===== config.mk =====
export PLATFORM = sky130hd
export DESIGN_NAME = sysref_pulse_gen
export DESIGN_NICKNAME = d
export VERILOG_FILES = /design/src/rtl/sysref_gen_pkg.sv /design/src/rtl/sysref_edge_det.sv /design/src/rtl/sysref_pulse_gen.sv
export SDC_FILE = /design/constraint.sdc
export NUM_CORES = 1
export LEC_CHECK = 0
export CAP_MARGIN = 30
export CELL_PAD_IN_SITES_DETAIL_PLACEMENT = 0
export CELL_PAD_IN_SITES_GLOBAL_PLACEMENT = 1
export CORE_UTILIZATION = 43
export CTS_CLUSTER_SIZE = 12
export DETAILED_ROUTE_END_ITERATION = 10
export PLACE_DENSITY_LB_ADDON = 0.05
export SKIP_CTS_REPAIR_TIMING = 1
export SYNTH_ARGS = -nofsm -noshare
export SYNTH_HDL_FRONTEND = slang
export SYNTH_SLANG_ARGS = --single-unit

===== constraint.sdc =====
create_clock -name clk -period 6.5 [get_ports clk]
set_input_delay 1.95 -clock clk [delete_from_list [all_inputs] [get_ports clk]]
set_output_delay 1.95 -clock clk [all_outputs]
set_load 0.005 [all_outputs]

===== src/rtl/sysref_gen_pkg.sv =====
// Shared types and helpers for the PL SYSREF pulse generator.
// Holds the FSM state enum, default widths and the config-legality check.
package sysref_gen_pkg;

   typedef enum logic [1:0] {
      ST_IDLE = 2'd0,
      ST_ARM  = 2'd1,
      ST_RUN  = 2'd2
   } state_e;

   localparam int unsigned DEF_CNT_WIDTH   = 16;
   localparam int unsigned DEF_BURST_WIDTH = 8;

   // Legal when period >= 2 and 1 <= high < period.
   function automatic logic cfg_legal(
      input logic [31:0] period,
      input logic [31:0] high
   );
      return (period >= 32'd2) && (high != 32'd0) && (high < period);
   endfunction

endpackage


===== src/rtl/sysref_edge_det.sv =====
// Rising-edge detector on a level already in the clk domain.
// Ports: clk, rst (sync, active high), sig_in level; rise = sig_in & ~previous.
module sysref_edge_det (
   input  logic clk,
   input  logic rst,
   input  logic sig_in,
   output logic rise
);

   logic prev_q;
   logic prev_d;

   always_comb begin
      prev_d = sig_in;
   end

   always_ff @(posedge clk) begin
      if (rst) begin
         prev_q <= 1'b0;
      end else begin
         prev_q <= prev_d;
      end
   end

   assign rise = sig_in & ~prev_q;

endmodule


===== src/rtl/sysref_pulse_gen.sv =====
// SYSREF-style periodic strobe generator, continuous or N-pulse burst,
// optionally armed on a sync_in rising edge.
// Ports: clk, rst; cfg_period/high/count/use_sync; start, stop, sync_in;
// outputs sysref_out, sysref_edge, busy, done, cfg_err (all registered).
module sysref_pulse_gen
   import sysref_gen_pkg::*;
#(
   parameter int unsigned CNT_WIDTH   = DEF_CNT_WIDTH,
   parameter int unsigned BURST_WIDTH = DEF_BURST_WIDTH
) (
   input  logic                   clk,
   input  logic                   rst,
   input  logic [CNT_WIDTH-1:0]   cfg_period,
   input  logic [CNT_WIDTH-1:0]   cfg_high,
   input  logic [BURST_WIDTH-1:0] cfg_count,
   input  logic                   cfg_use_sync,
   input  logic                   start,
   input  logic                   stop,
   input  logic                   sync_in,
   output logic                   sysref_out,
   output logic                   sysref_edge,
   output logic                   busy,
   output logic                   done,
   output logic                   cfg_err
);

   localparam logic [CNT_WIDTH-1:0]   CNT_ONE   = 1;
   localparam logic [BURST_WIDTH-1:0] BURST_ONE = 1;

   state_e                 state_q, state_d;
   logic [CNT_WIDTH-1:0]   phase_q, phase_d;
   logic [BURST_WIDTH-1:0] pcnt_q, pcnt_d;
   logic [CNT_WIDTH-1:0]   period_q, period_d;
   logic [CNT_WIDTH-1:0]   high_q, high_d;
   logic [BURST_WIDTH-1:0] count_q, count_d;
   logic                   stop_pend_q, stop_pend_d;
   logic                   sysref_q, sysref_d;
   logic                   edge_q, edge_d;
   logic                   busy_q, busy_d;
   logic                   done_q, done_d;
   logic                   err_q, err_d;

   logic sync_rise;
   logic legal;
   logic last;
   logic burst_end;
   logic run_d;

   sysref_edge_det u_edge_det (
      .clk    (clk),
      .rst    (rst),
      .sig_in (sync_in),
      .rise   (sync_rise)
   );

   assign legal = cfg_legal(32'(cfg_period), 32'(cfg_high));

   always_comb begin
      state_d     = state_q;
      phase_d     = phase_q;
      pcnt_d      = pcnt_q;
      period_d    = period_q;
      high_d      = high_q;
      count_d     = count_q;
      stop_pend_d = stop_pend_q;
      done_d      = 1'b0;
      err_d       = 1'b0;

      last      = (phase_q == (period_q - CNT_ONE));
      // pcnt_q counts completed periods, so this is the count-th one.
      burst_end = (count_q != '0) && (pcnt_q == (count_q - BURST_ONE));

      unique case (state_q)
         ST_IDLE: begin
            if (start) begin
               if (legal) begin
                  period_d    = cfg_period;
                  high_d      = cfg_high;
                  count_d     = cfg_count;
                  phase_d     = '0;
                  pcnt_d      = '0;
                  stop_pend_d = 1'b0;
                  state_d     = cfg_use_sync ? ST_ARM : ST_RUN;
               end else begin
                  err_d = 1'b1;
               end
            end
         end
         ST_ARM: begin
            if (stop) begin
               state_d = ST_IDLE;
               done_d  = 1'b1;
            end else if (sync_rise) begin
               state_d = ST_RUN;
            end
         end
         ST_RUN: begin
            if (last) begin
               stop_pend_d = 1'b0;
               if (burst_end || stop_pend_q || stop) begin
                  state_d = ST_IDLE;
                  done_d  = 1'b1;
               end else begin
                  phase_d = '0;
                  // Saturate so continuous mode never wraps.
                  if (pcnt_q != '1) begin
                     pcnt_d = pcnt_q + BURST_ONE;
                  end
               end
            end else begin
               phase_d = phase_q + CNT_ONE;
               if (stop) begin
                  stop_pend_d = 1'b1;
               end
            end
         end
         default: begin
            state_d = ST_IDLE;
         end
      endcase

      // Outputs are registered from next-state so they line up with phase.
      run_d    = (state_d == ST_RUN);
      sysref_d = run_d && (phase_d < high_d);
      edge_d   = run_d && (phase_d == '0);
      busy_d   = (state_d != ST_IDLE);
   end

   always_ff @(posedge clk) begin
      if (rst) begin
         state_q     <= ST_IDLE;
         phase_q     <= '0;
         pcnt_q      <= '0;
         period_q    <= '0;
         high_q      <= '0;
         count_q     <= '0;
         stop_pend_q <= 1'b0;
         sysref_q    <= 1'b0;
         edge_q      <= 1'b0;
         busy_q      <= 1'b0;
         done_q      <= 1'b0;
         err_q       <= 1'b0;
      end else begin
         state_q     <= state_d;
         phase_q     <= phase_d;
         pcnt_q      <= pcnt_d;
         period_q    <= period_d;
         high_q      <= high_d;
         count_q     <= count_d;
         stop_pend_q <= stop_pend_d;
         sysref_q    <= sysref_d;
         edge_q      <= edge_d;
         busy_q      <= busy_d;
         done_q      <= done_d;
         err_q       <= err_d;
      end
   end

   assign sysref_out  = sysref_q;
   assign sysref_edge = edge_q;
   assign busy        = busy_q;
   assign done        = done_q;
   assign cfg_err     = err_q;

endmodule


After elaboration in Yosys (flattened, before gate mapping) --
Index checks and enable logic that the tools add are counted.
Operators by class: divide/modulo/power cells 0, equality and inequality tests 12, multipliers 0, reduce and logical (&&, ||, !) cells 17, shifts and indexed selects 0, mux-type cells 32, add/sub/neg operators 4, bitwise gates (word level) 4, order comparisons 3
Operator list (count):
- $mux W16 | 7
- $mux W8 | 5
- $lt A16 B16 Y1 | 2
- $pmux W16 S2 | 1
- $add A16 B1 Y16 const B | 1
- $eq A16 B16 Y1 | 1
- $ge A16 B2 Y1 const B | 1
- $logic_not A16 Y1 | 1
- $pmux W8 S2 | 1
- $reduce_bool A16 Y1 | 1
- $sub A16 B1 Y16 const B | 1
- $mux W2 | 7
- $ne A2 B2 Y1 const B | 5
- $add A8 B1 Y8 const B | 1
- $eq A8 B8 Y1 | 1
- $mux W1 | 8
- $ne A8 B8 Y1 const B | 1
- $reduce_bool A8 Y1 | 1
- $sub A8 B1 Y8 const B | 1
- $pmux W2 S3 | 1
- $reduce_and A6 Y1 | 1
- $logic_and A1 B1 Y1 | 5
- $eq A2 B2 Y1 const B | 2
- $pmux W1 S2 | 2
- other kinds (10) | 14
Storage, ports and cells: RAM bits 0, input bits 46, flip-flop bits (word level) 73, ROM bits 0, latch bits 0, word-level logic and storage cells 85, output and inout port bits 5, memories 0

Logic depth before layout (Yosys ltp) --
Gate-level depths: netlist of the first run.
depth after elaboration 10, mapped depth 21, mapped depth without buffers 20

By module --
Synthesis of the first run repeated with hierarchy kept, for this count alone.
Second synthesis, totals: cell total of the unflattened synthesis 605, area, all modules 4978.5 µm²
Modules (own cells, without submodules):
- sysref_pulse_gen | cells an instance 602, times used 1, area each 4931.0 µm², seq. area each 1441.4 µm²
- sysref_edge_det | cells an instance 3, times used 1, area each 47.5 µm², seq. area each 20.0 µm²

Worst setup path before layout of the first run --
Ideal clock, no wire load.
path type input to register, from in cfg_period[7], to reg sysref_q (netlist: sysref_out), path buffers 2, stages 18, setup time 70 ps, path slack 894 ps, required time 6430 ps, arrival time 5536 ps, cells stage by stage inv_1 ha_1 nand4_1 o311a_1 o21bai_1 clkbuf_1 clkbuf_1 mux2i_1 ha_1 a21o_1 a21o_1 a21o_1 a21o_1 a21oi_1 nor2b_1 o21ai_0 nand4_1 a21oi_1
Between the ends: word-level cells in the longest chain between the ends 8, elaborated cells between the ends (all ways) 16, those cells by class 3 x order compare; 1 x eq/ne; 9 x mux; 3 x reduce/logical
Ends and longest elaborated chain:
- start: declaration | line sysref_pulse_gen.sv:13 | input logic [CNT_WIDTH-1:0] cfg_period,
- $ge A16 B2 Y1 | line sysref_gen_pkg.sv:19 | return (period >= 32'd2) && (high != 32'd0) && (high < period);
- $logic_and A1 B1 Y1 | line sysref_gen_pkg.sv:19
- $logic_and A1 B1 Y1 (*) | line sysref_gen_pkg.sv:19
- $mux W16 / $mux W2 (equally long branches) | line sysref_pulse_gen.sv:76 | if (legal) begin
- $mux W16 / $mux W2 (equally long branches) | line sysref_pulse_gen.sv:75 | if (start) begin
- $pmux W16 S2, or another cell as far along | line sysref_pulse_gen.sv:73 | unique case (state_q)
- $lt A16 B16 Y1 / $eq A2 B2 Y1 (equally long branches) | line sysref_pulse_gen.sv:124, sysref_pulse_gen.sv:123
- $logic_and A1 B1 Y1 (*) | line sysref_pulse_gen.sv:124 | sysref_d = run_d && (phase_d < high_d);
- end signal: assignment | line sysref_pulse_gen.sv:151 | sysref_q <= sysref_d;
- end: declaration | line sysref_pulse_gen.sv:37 | logic sysref_q, sysref_d;
Every way passes the cells marked *; elsewhere a longest branch is shown, timed or not. A chain may end at the register's enable or synchronous reset.

Worst setup path after layout of the first run --
from in cfg_high[9], to reg sysref_q (netlist: sysref_out)
Between the ends: word-level cells in the longest chain between the ends 8, elaborated cells between the ends (all ways) 16, those cells by class 2 x order compare; 1 x eq/ne; 9 x mux; 4 x reduce/logical
Ends and longest elaborated chain:
- start: declaration | line sysref_pulse_gen.sv:14 | input logic [CNT_WIDTH-1:0] cfg_high,
- branches (longest 7 deep; another with $lt A16 B16 Y1)
- $logic_and A1 B1 Y1 (*) | line sysref_pulse_gen.sv:124
Mark *: on every way between the ends.

==> impl_metrics.env, run 1 <==
export IMPL_outcome="complete, no violations"
export IMPL_grt_start_max_net_pins=66
export IMPL_diodes=0
export IMPL_post_route_min_period_ns=5.710
export IMPL_final_common_cell="nor2_1"
export IMPL_root_buffer="clkbuf_16"
export IMPL_cp_slowest_cell="buf_4"
export IMPL_rows=38
export IMPL_hold_viol=0
export IMPL_die_height_um=109.3
export IMPL_track_usage_pct=24.59
export IMPL_antenna_found_initial=0
export IMPL_die_x_um=109.3
export IMPL_dr_pass1_iters=5
export IMPL_synth_avg_cell_area_um2=7.934
export IMPL_seqPwrFrac_pct=37.1
export IMPL_relSlewSlack_pct=42.44
export IMPL_initial_utilization_pct=44.88
export IMPL_fillCellCount=1073
export IMPL_cp_max_fo=59
export IMPL_dominantRegCellSynth="dfxtp_1"
export IMPL_clkPwrFrac_pct=39.8
export IMPL_drive_above_1_share_pct=4.977
export IMPL_p_leak_nw=2.495
export IMPL_power_switching_share_pct=29.34
export IMPL_crit_arrival_ns=5.98
export IMPL_slowest_delay_ns=0.65
export IMPL_cp_num_buf_inv=2
export IMPL_cts_sinks=73
export IMPL_synth_nets=708
export IMPL_holdWs_ns=0.5112
export IMPL_final_setup_tns_ns=0
export IMPL_grt_overflow_total=0
export IMPL_fmaxAchievable_ghz=0.1751
export IMPL_wl_per_cell_um=17.20
export IMPL_skew_ns=0.007929
export IMPL_port_buffers=50
export IMPL_synth_cells=624
export IMPL_setup_violations=0
export IMPL_synth_area_mm2=0.004951
export IMPL_dp_hpwl_um=10660
export IMPL_grt_pass1_wl_um=22140
export IMPL_num_vias=4598
export IMPL_grt_pass1_vias=4221
export IMPL_power_density_mw_per_mm2=229.4
export IMPL_drc=0
export IMPL_synth_edf_count=0
export IMPL_cpLargestDelayFamily="compound AO/OA/AOI/OAI gates"
export IMPL_globalplace_congestion=0.8084
export IMPL_p_comb_share_pct=23.1
export IMPL_crit_path_start_kind="input pin"
export IMPL_crit_top_cell="a21o_1"
export IMPL_crit_type="in -> reg"
export IMPL_grt_setup_unrepaired="no"
export IMPL_crit_path_end_kind="flop"
export IMPL_crit_chain="clkdlybuf4s50_1 -> ha_1 -> a21oi_1 -> o21a_1 -> a21o_1 -> o21bai_4 -> buf_4 -> mux2i_1 -> ha_1 -> a21o_1 -> a21o_1 -> a21o_1 -> a21o_1 -> a21oi_1 -> nor2b_1 -> o21ai_0 -> nand4_1 -> a21oi_1"
export IMPL_hp_class="reg -> reg"
export IMPL_slew_violations=0
export IMPL_p_int_mw=0.9491
export IMPL_cts_path_max_buffers=2
export IMPL_die_area_mm2=0.01195
export IMPL_yosysWarnings=0
export IMPL_core_mm2=0.01103
export IMPL_viasPerCell=5.726
export IMPL_layout_nets=742
export IMPL_worst_ep_required_time_ns=6.77
export IMPL_tightest_slew_ns=0.8523
export IMPL_power_total_mw=1.343
export IMPL_ios=51
export IMPL_p_sw_mw=0.3941
export IMPL_area_delta_synth_final_pct=18.25
export IMPL_clkTransAtPathRegs_ns=0.06
export IMPL_yosysSeqAreaShare_pct=29.52
export IMPL_cts_tree="yes"
export IMPL_drt_initial_drc_count=380
export IMPL_ant_nets=0
export IMPL_wl_um=13810
export IMPL_final_cell_mix="nor2_1 (101), dfxtp_1 (73), clkdlybuf4s50_1 (49), ha_1 (38), a21oi_1 (35)"
export IMPL_drv_cap=0
export IMPL_worstSkewPairLatency_ns=0.34
export IMPL_async_flop_share_pct=0
export IMPL_cts_buffers=9
export IMPL_utilization_pct=53.07
export IMPL_synth_distinct_cells=67
export IMPL_ys_ff_latch=73
export IMPL_finalCritPeriodShare_pct=87.84
export IMPL_htree_levels=3
export IMPL_vdd_ir_drop_max_uv=176.4
[through the flow]
stage,cells,cell area [um^2],worst slack [ns]
final,803,5854,0.7903
after global routing,803,5854,0.4396
after CTS,803,5854,0.7837
after detailed placement,787,5535,0.4628
after global placement,787,5535,0.5202
after floorplan,624,4951,0.8941
[flip-flops by register name, indices dropped and copies added, names as in the netlist]
| signal | count |
|---|---|
| u_edge_det.prev_q | 1 |
| high_q | 16 |
| pcnt_q | 8 |
| period_q | 16 |
| sysref_out | 1 |
| stop_pend_q | 1 |
| busy | 1 |
| sysref_edge | 1 |
| phase_q | 16 |
| done | 1 |
| state_q | 2 |
| count_q | 8 |
| cfg_err | 1 |
[layer usage]
layer | GRT usage (%) | share of wire [%]
met1 | 36.72 | 52
met2 | 36.16 | 42
met3 | 4.446 | 4.5
met4 | 6.000 | 1.1
met5 | 0 | 0
[final cells by class]
type / instances / area [um^2] / share of cell area (%)
clock inverters: 6 / 90.09 / 1.539
flip-flops and latches: 73 / 1461 / 24.96
well taps: 140 / 175.2 / 2.992
inverters: 30 / 112.6 / 1.923
repair buffers: 54 / 525.5 / 8.976
clock buffers: 10 / 229.0 / 3.911
multi-input cells: 490 / 3261 / 55.70
[power groups by stage]
| stage | logic, mW | registers, mW | clock network (mW) |
|---|---|---|---|
| 6_report | 0.311 | 0.498 | 0.534 |
| 5_1_grt | 0.344 | 0.501 | 0.565 |
| 4_1_cts | 0.310 | 0.498 | 0.544 |
| 3_5_place_dp | 0.308 | 0.507 | 0 |
| 3_3_place_gp | 0.305 | 0.507 | 0 |
| 2_1_floorplan | 0.223 | 0.496 | 0 |
[tightest hold or removal path, cell delays in order, from the launching register on]
cell	delay, ns
dfxtp_1	0.30
mux2i_1	0.09
nor2_1	0.09
[final timing paths]
| path | slack [ns] | cells past startpoint | end | from |
|---|---|---|---|---|
| max reg2reg | 1.53 | 20 | sysref_out | period_q[0] |
| min | 0.51 | 2 | high_q[6] | high_q[6] |
| max | 0.79 | 18 | sysref_out | cfg_high[9] |
| min reg2reg | 0.51 | 2 | high_q[6] | high_q[6] |
[Yosys cell counts, drive strengths merged, types with 3 or more instances]
master | instances | area [um^2]
nand2 | 30 | 112.6
inv | 30 | 112.6
and3 | 4 | 25.02
nor3b | 3 | 22.52
o41ai | 5 | 51.30
or3 | 4 | 25.02
buf | 5 | 30.02
nor4 | 16 | 121.4
o21ai | 36 | 180.2
nand4 | 18 | 112.6
o31ai | 4 | 43.79
a21oi | 35 | 175.2
dfxtp | 73 | 1461
nor2 | 101 | 379.1
nor2b | 21 | 131.4
nor4b | 3 | 26.28
ha | 38 | 475.5
a21o | 7 | 52.55
clkbuf | 26 | 97.59
mux2i | 29 | 290.3
o21a | 4 | 30.03
a31oi | 4 | 31.28
xnor2 | 23 | 201.4
o211ai | 6 | 45.04
nand2b | 8 | 50.05
a211oi | 5 | 37.54
xor2 | 13 | 113.9
nand3 | 13 | 70.07
nor3 | 19 | 95.09
or2 | 4 | 25.03
[kinds of logic (layout without fill, tap and decap cells)]
family / Yosys count / after routing / share of synthesized area [%]
simple gates: 256 / 256 / 26.16
compound gates: 130 / 130 / 17.41
flops: 73 / 73 / 29.52
buf+inv: 61 / 100 / 4.852
fa+ha+maj: 38 / 38 / 9.603
xor+xnor: 36 / 36 / 6.368
mux: 30 / 30 / 6.090
No activity file was read; power rests on OpenSTA's default activity.
==> run 2, diff against run 1 <==
--- a/config.mk
+++ b/config.mk
@@ -5,10 +5,11 @@
 export SDC_FILE = /design/constraint.sdc
 export NUM_CORES = 1
 export LEC_CHECK = 0
+export ABC_AREA = 1
 export CAP_MARGIN = 30
 export CELL_PAD_IN_SITES_DETAIL_PLACEMENT = 0
 export CELL_PAD_IN_SITES_GLOBAL_PLACEMENT = 1
-export CORE_UTILIZATION = 43
+export CORE_UTILIZATION = 41
 export CTS_CLUSTER_SIZE = 12
 export DETAILED_ROUTE_END_ITERATION = 10
 export PLACE_DENSITY_LB_ADDON = 0.05
==> impl_metrics.env, run 2 <==
export IMPL_core_mm2=0.01216
export IMPL_finalCritPeriodShare_pct=82.49
export IMPL_ant_nets=0
export IMPL_fin_cells=994
export IMPL_track_usage_pct=23.46
export IMPL_crit_type="in -> reg"
export IMPL_min_from="high_q[0]"
export IMPL_p_comb_share_pct=31.6
export IMPL_grt_setup_unrepaired="no"
export IMPL_clkPwrFrac_pct=34.1
export IMPL_fmaxAchievable_ghz=0.1865
export IMPL_synth_nets=862
export IMPL_drt_initial_drc_count=299
export IMPL_crit_arrival_ns=5.64
export IMPL_globalplace_congestion=0.8633
export IMPL_holdPathStages=2
export IMPL_htree_levels=3
export IMPL_power_switching_share_pct=35.73
export IMPL_vdd_ir_drop_max_uv=127.9
export IMPL_hold_path_end="high_q[0]"
export IMPL_hp_class="reg -> reg"
export IMPL_worst_ep_required_time_ns=6.78
export IMPL_drc=0
export IMPL_diodes=0
export IMPL_seqPwrFrac_pct=34.3
export IMPL_setup_ws_ns=1.138
export IMPL_cts_tree="yes"
export IMPL_layout_nets=905
export IMPL_die_height_um=114.6
export IMPL_power_density_mw_per_mm2=247.0
export IMPL_outcome="complete, no violations"
export IMPL_reg2reg_slack_ns=2.78
export IMPL_yosysMostFrequentCell="nand2_1"
export IMPL_final_setup_tns_ns=0
export IMPL_setup_violations=0
export IMPL_dominantRegCellSynth="dfxtp_1"
export IMPL_synth_top_area_share_pct=28.12
export IMPL_yosysSeqAreaShare_pct=28.12
export IMPL_hold_viol=0
export IMPL_cts_buffers=9
export IMPL_clkTransAtPathRegs_ns=0.06
export IMPL_area_delta_synth_final_pct=18.23
export IMPL_dp_cells=978
export IMPL_utilization_pct=50.51
export IMPL_num_vias=5036
export IMPL_r2r_end="sysref_out"
export IMPL_rows=40
export IMPL_drv_cap=0
export IMPL_relSlewSlack_pct=37.59
export IMPL_post_route_min_period_ns=5.362
export IMPL_place_ws_ns=0.8652
export IMPL_root_buffer="clkbuf_16"
export IMPL_drive_above_1_share_pct=6.901
export IMPL_final_cell_mix="nand2_1 (159), inv_1 (109), nor2_1 (90), dfxtp_1 (73), nand3_1 (52)"
export IMPL_synth_top_cell_by_area="dfxtp_1"
export IMPL_ios=51
export IMPL_crit_path_end_kind="flop"
export IMPL_wl_um=14490
export IMPL_reg2reg_depth=22
export IMPL_synth_area_top_cells="dfxtp_1 (28%), nand2_1 (11%), ha_1 (9.2%)"
export IMPL_grt_pass1_vias=4749
export IMPL_dr_pass1_iters=5
export IMPL_synth_distinct_cells=42
export IMPL_grt_start_max_net_pins=39
export IMPL_synth_avg_cell_area_um2=6.679
export IMPL_final_common_cell="nand2_1"
export IMPL_p_sw_mw=0.5422
export IMPL_synth_cells=778
export IMPL_yosysWarnings=0
export IMPL_cp_max_fo=14
export IMPL_worstSkewPairLatency_ns=0.35
export IMPL_cts_sinks=73
export IMPL_antenna_found_initial=0
export IMPL_cts_path_max_buffers=2
export IMPL_grt_pass1_wl_um=23410
export IMPL_grt_overflow_total=0
export IMPL_slew_violations=0
export IMPL_tightest_slew_ns=0.9351
export IMPL_r2r_start="count_q[0]"
export IMPL_synth_common_cells="nand2_1 (159), inv_1 (109), nor2_1 (91), dfxtp_1 (73), nand3_1 (52)"
export IMPL_initial_utilization_pct=42.73
export IMPL_skew_ns=0.008495
export IMPL_viasPerCell=5.066
export IMPL_dp_hpwl_um=11270
export IMPL_synth_area_mm2=0.005196
export IMPL_die_x_um=114.6
export IMPL_p_int_mw=0.9752
export IMPL_p_leak_nw=2.812
export IMPL_crit_path_start_kind="input pin"
export IMPL_reg_top3="high_q (16), period_q (16), phase_q (16)"
export IMPL_synth_edf_count=0
export IMPL_power_total_mw=1.517
export IMPL_async_flop_share_pct=0
export IMPL_ys_ff_latch=73
export IMPL_port_buffers=50
export IMPL_wl_per_cell_um=14.57
export IMPL_die_area_mm2=0.01313
run 2: power groups by stage:
stage	sequential, mW	clock [mW]	combinational (mW)
2_1_floorplan	0.521	0	0.354
3_3_place_gp	0.530	0	0.471
3_5_place_dp	0.530	0	0.479
4_1_cts	0.520	0.528	0.481
5_1_grt	0.526	0.542	0.552
6_report	0.521	0.517	0.480
run 2: metal layers:
layer	global-route usage [%]	up-vias	wire length, um
li1	-	2616	-
met1	28.65	2274	6666
met2	40.40	120	6761
met3	3.123	26	570
met4	11.77	0	487
met5	0	-	0
run 2: cells by family after synthesis:
kind of cell,share of synthesized area (%)
adder cells (fa/ha/maj),9.150
flip-flops,28.12
AND/OR/NAND/NOR,31.59
XOR/XNOR,4.382
buffers and inverters,10.28
AO/OA/AOI/OAI,13.58
multiplexers,2.889
run 2: worst max path at each step:
stage	start	endpoint	cells past startpoint
final	cfg_period[13]	sysref_out	21
after global routing	cfg_period[13]	sysref_out	21
after global placement	cfg_period[13]	sysref_out	21
after CTS	cfg_period[13]	sysref_out	21
after detailed placement	cfg_period[13]	sysref_out	21
after floorplan	cfg_period[13]	sysref_out	20
run 2: per-stage QoR:
| step | hold WS (ns) | instance area, um^2 |
|---|---|---|
| 6_report | 0.4775 | 6143 |
| 2_1_floorplan | 0.4479 | 5196 |
| 5_1_grt | 0.4992 | 6143 |
| 3_3_place_gp | 0.4598 | 5838 |
| 4_1_cts | 0.4783 | 6143 |
| 3_5_place_dp | 0.4695 | 5838 |
run 2: cell type report:
class	count	area (um^2)
clock buffers	10	239.0
inverters	116	435.4
multi-input cells	568	3208
fillers	1274	6018
clock inverters	6	66.31
well taps	168	210.2
repair buffers	53	523.0
flip-flops and latches	73	1461
run 2: worst max-delay path, cell delays in order:
cell	delay, ns
clkdlybuf4s50_1	0.48
inv_1	0.07
ha_1	0.32
a21oi_1	0.13
nor2_1	0.05
nor3_1	0.12
nand3_1	0.09
nor2_1	0.09
nand2_1	0.19
nand2_1	0.11
nand3b_1	0.15
inv_1	0.37
o21ai_0	0.27
ha_1	0.37
a21oi_1	0.16
nor2_1	0.06
a211oi_1	0.18
o21ai_0	0.12
a31oi_1	0.14
nand2_1	0.08
a21oi_1	0.13
